==> src/rtl/masked_xor_pipe.sv <==
// Share-wise XOR of two Boolean-masked operands through an elastic valid/ready pipeline.
// Optional mask refresh with fresh randomness when MASK_REFRESH_EN is defined.
module masked_xor_pipe #(
  parameter int unsigned N      = 64,
  parameter int unsigned NS     = 2,
  parameter int unsigned STAGES = 1
) (
  input  logic                clk,
  input  logic                rst_n,
  input  logic                in_valid,
  output logic                in_ready,
  input  logic [NS*N-1:0]     a,
  input  logic [NS*N-1:0]     b,
`ifdef MASK_REFRESH_EN
  input  logic [(NS-1)*N-1:0] rnd,
`endif
  output logic                out_valid,
  input  logic                out_ready,
  output logic [NS*N-1:0]     out
);

  localparam int unsigned W = NS * N;

  logic [W-1:0]      mask;
  logic [W-1:0]      xor_res;
  logic [STAGES-1:0] stage_valid;
  logic [STAGES-1:0] load;
  logic [W-1:0]      stage_data [STAGES];

`ifdef MASK_REFRESH_EN
  // Shares 0..NS-2 take one rnd share each; the last share absorbs all of them so the
  // unmasked value is preserved.
  always_comb begin
    mask = '0;
    for (int unsigned i = 0; i < NS - 1; i++) begin
      mask[i*N +: N]      = rnd[i*N +: N];
      mask[(NS-1)*N +: N] = mask[(NS-1)*N +: N] ^ rnd[i*N +: N];
    end
  end
`else
  assign mask = '0;
`endif

  // Bitwise, so every result bit only sees the same bit of its own share lane.
  assign xor_res = a ^ b ^ mask;

  // A stage loads when empty or when its successor loads; out_ready feeds the last stage.
  always_comb begin
    logic nxt;
    nxt  = out_ready;
    load = '0;
    for (int k = STAGES - 1; k >= 0; k--) begin
      load[k] = ~stage_valid[k] | nxt;
      nxt     = load[k];
    end
  end

  for (genvar g = 0; g < STAGES; g++) begin : g_stage
    logic         src_valid;
    logic [W-1:0] src_data;
    logic         valid_q, valid_d;
    logic [W-1:0] data_q, data_d;

    if (g == 0) begin : g_head
      assign src_valid = in_valid;
      assign src_data  = xor_res;
    end else begin : g_body
      assign src_valid = stage_valid[g-1];
      assign src_data  = stage_data[g-1];
    end

    // Data only moves on a real load, so stalled or bubble stages keep their lanes quiet.
    always_comb begin
      valid_d = valid_q;
      data_d  = data_q;
      if (load[g]) begin
        valid_d = src_valid;
        if (src_valid) data_d = src_data;
      end
    end

    always_ff @(posedge clk or negedge rst_n) begin
      if (!rst_n) begin
        valid_q <= 1'b0;
        data_q  <= '0;
      end else begin
        valid_q <= valid_d;
        data_q  <= data_d;
      end
    end

    assign stage_valid[g] = valid_q;
    assign stage_data[g]  = data_q;
  end

  assign in_ready  = load[0];
  assign out_valid = stage_valid[STAGES-1];
  assign out       = stage_data[STAGES-1];

endmodule

==> config.mk <==
export PLATFORM = sky130hd
export DESIGN_NAME = masked_xor_pipe
export DESIGN_NICKNAME = d
export VERILOG_FILES = /design/src/rtl/masked_xor_pipe.sv
export SDC_FILE = /design/constraint.sdc
export NUM_CORES = 1
export LEC_CHECK = 0
export CAP_MARGIN = 40
export CORE_AREA = 2 2 151 153
export CTS_BUF_LIST = sky130_fd_sc_hd__clkbuf_16
export DETAILED_ROUTE_END_ITERATION = 10
export DIE_AREA = 0 0 153 155
export DONT_BUFFER_PORTS = 1
export SETUP_SLACK_MARGIN = 0.1
export SKIP_LAST_GASP = 1
export SLEW_MARGIN = 40
export SYNTH_ARGS = -nofsm -noshare
export SYNTH_HDL_FRONTEND = slang
export SYNTH_SLANG_ARGS = --single-unit
==> constraint.sdc <==
create_clock -name clk -period 2.6 [get_ports clk]
set_input_delay 0.39 -clock clk [delete_from_list [all_inputs] [get_ports clk]]
set_output_delay 0.39 -clock clk [all_outputs]
set_load 0.05 [all_outputs]
==> reports/metrics.csv <==
stage;metric;value;unit
setup_path;Critical Path AT;2.01;ns
timing;final worst-path cycle share;0.664;
power_and_ir_drop;Total Power;7.59;mW
setup_path;Worst R2R Setup Slack;0.87;ns
power_and_ir_drop;power per cell area;1040;nW/um^2
global_route;pin count of the biggest net entering global routing;130;
min_path;class of the worst hold path;input pin to asynchronous set/reset pin;
cells_and_area;multi-input logic area;2990;sq um
setup_path;Reg-to-Reg Start;out_valid$_DFFE_PN0P_;
floorplanning;total core area;22200;sq um
timing;hold violation count in the final report;129;
timing;fmax;579;MHz
setup_path;critical path capture point type;register;
synthesis;post-synthesis cell count;402;
cells_and_area;post-route cell area;7270;sq um
placement;Place WS;0.789;ns
power_and_ir_drop;Pleak;3.41;nW
clock_tree;Clk Latency, worst-skew pair;0.40;ns
clock_tree;clk sinks;129;
placement;gpl congestion;0.770;
global_route;initial antenna violation count;0;
setup_path;R2R depth;4;
timing;min Tclk post-route;1.73;ns
setup_path;crit-path max cell delay;0.39;ns
flow_run;Max-Cap Viols;0;
synthesis;Mapped Avg Cell Area;16.1;sq um
global_route;Tot GR Track Use;0.110;
synthesis;Post-Synth Simple-Gate Area;0.00484;
power_and_ir_drop;VDD IR-drop max;356;uV
floorplanning;# IOs;390;
setup_path;CP Class;register to register;
synthesis;mux share of post-synthesis cell area;0.283;
timing;final setup fails;0;
cells_and_area;Non-Filler Instances;709;
clock_tree;postcts setup bufs;0;
drt;Post-route DRC;0;
setup_path;CP Max Fanout;46;
setup_path;Critical path origin;out_valid$_DFFE_PN0P_;
global_route;first-pass GRT wire length;20000;um
timing;Slew Limit Headroom;0.634;
floorplanning;# rows;55;
global_route;number of global-route vias before repair;3499;
global_route;GRT overflow;0;
timing;Final Slew Violations;0;
drt;Via-to-Cell Ratio;4.46;
timing;final setup TNS;0;ns
clock_tree;Clock Pin Slew Worst Setup and Hold Paths;0.06;ns
synthesis;Adder-Cell Fraction of Synth Area;0;
floorplanning;DIE HEIGHT;155;um
cells_and_area;Layout Nets;671;
synthesis;Seq cells post-synth;129;
clock_tree;# H-tree levels;4;
drt;drt first-iter violations;102;
setup_path;worst reg2reg path endpoint;out[116]$_DFFE_PN0P_;
setup_path;Critical Path RT;2.89;ns
setup_path;buffer and inverter count on the worst path;1;
floorplanning;Starting Density;0.291;
run_status;outcome;finished with violations;
drt;DR vias;3161;
placement;Placed Area;6630;sq um
timing;minimum hold slack;-0.321;ns
synthesis;xor/xnor share of the synthesized area;0.173;
drt;WL/cell;18.9;um
clock_tree;Num CTS Buffers;17;
drt;Routed WL;13400;um
setup_path;CP Cell Sequence;nand2b_4 -> nand2_8 -> buf_12 -> mux2_2;
synthesis;register area share after synthesis;0.500;
synthesis;synthesis warning total;0;
cells_and_area;Fill cells;2174;
cells_and_area;area delta synth->final;12.5;%
drt;post-route ant nets;0;
placement;DP Cell Count;677;
synthesis;Yosys cell types;9;
floorplanning;die area;23700;sq um
cells_and_area;Diodes inserted;0;
timing;RSZ-0062 raised after global routing;false;
setup_path;delay-heaviest family, CP;simple AND/OR/NAND/NOR gates;
synthesis;largest family of logic cells by synthesized area;multiplexers;
floorplanning;Die W;153;um
placement;port bufs;0;
cells_and_area;area occupied by registers;3230;sq um
timing;worst slew pin tran;0.549;ns
clock_tree;post_cts resized;0;
cells_and_area;share of layout cells above drive strength 1;0.384;
clock_tree;Clock Tree Root;clkbuf_16;
synthesis;Post-Syn Nets;662;
run_status;failing checks;negative hold slack;
timing;final clock skew;0.00890;ns
drt;drt first pass iters;2;
synthesis;Post-Syn Area;6460;sq um
setup_path;slowest library cell on the worst path;dfrtp_1;
placement;Final HPWL DP;9890;um
synthesis;compound-gate portion of the synthesized area;0;
setup_path;Critical Path Start Type;register;
clock_tree;CTS Buffer Depth;2;
timing;PnR worst setup slack;0.873;ns
clock_tree;CTS tree;done;
cells_and_area;final core utilization;0.327;
[cell families (layout without fill, tap and decap cells)]
kind of cell,after synthesis,in the layout
muxes,128,128
xor gates and xnor gates,128,128
and+or+nand+nor,3,3
DFF,129,129
buffers and inverters,14,36
[report_power, final]
group | internal (mW) | total (mW) | switching [mW]
sequential | 2.38 | 4.13 | 1.75
combinational | 0.607 | 0.854 | 0.247
clock | 1.70 | 2.61 | 0.907
[Yosys cell counts]
master / number / share of area
buf_12: 11 / 0.034
nand2b_4: 1 / 0.0021
mux2_2: 25 / 0.044
mux2_4: 103 / 0.24
buf_6: 3 / 0.0052
xor2_1: 128 / 0.17
nand2_4: 1 / 0.0017
dfrtp_1: 129 / 0.50
nand2b_1: 1 / 0.00097
[worst reg2reg max path: stages (launching register included)]
cell      delay (ns)
dfrtp_1         0.39
nand2b_4        0.17
nand2_8         0.30
buf_12          0.33
mux2_2          0.43
[how the worst max path moves through the flow]
stage / endpoint / depth (start not counted) / slack (ns)
after floorplan: out[100]$_DFFE_PN0P_ / 5 / 0.85
after global placement: out[116]$_DFFE_PN0P_ / 4 / 0.83
after detailed placement: out[116]$_DFFE_PN0P_ / 4 / 0.79
after global routing: out[116]$_DFFE_PN0P_ / 4 / 0.78
after CTS: out[116]$_DFFE_PN0P_ / 4 / 0.86
final: out[116]$_DFFE_PN0P_ / 4 / 0.87
[cell usage in the layout (no fill, tap or decap), drive strengths merged]
| cell | instances |
|---|---|
| buf | 4 |
| bufinv | 5 |
| dfrtp | 129 |
| clkinvlp | 3 |
| inv | 4 |
| mux2 | 128 |
| nand2b | 2 |
| xor2 | 128 |
| nand2 | 1 |
| clkbuf | 17 |
| clkinv | 3 |
[sequential cells by signal, indices dropped and copies added, names as in the netlist]
register,flops
out,128
out_valid,1
[routing by layer]
layer,GRT usage,up-vias,wire length [um]
met2,0.193,217,7090
met1,0.123,1577,5110
met5,0,-,0
met4,0.0406,0,194
met3,0.0376,8,1020
li1,-,1359,-
[area by class of cell]
class                      instances  area share
clock buffer                      17      0.0585
clock inverter                    15      0.0301
multi-input combinational        259       0.411
sequential                       129       0.444
tap                              285      0.0490
timing repair buffer               4     0.00757
No activity file was read; power rests on OpenSTA's default activity.
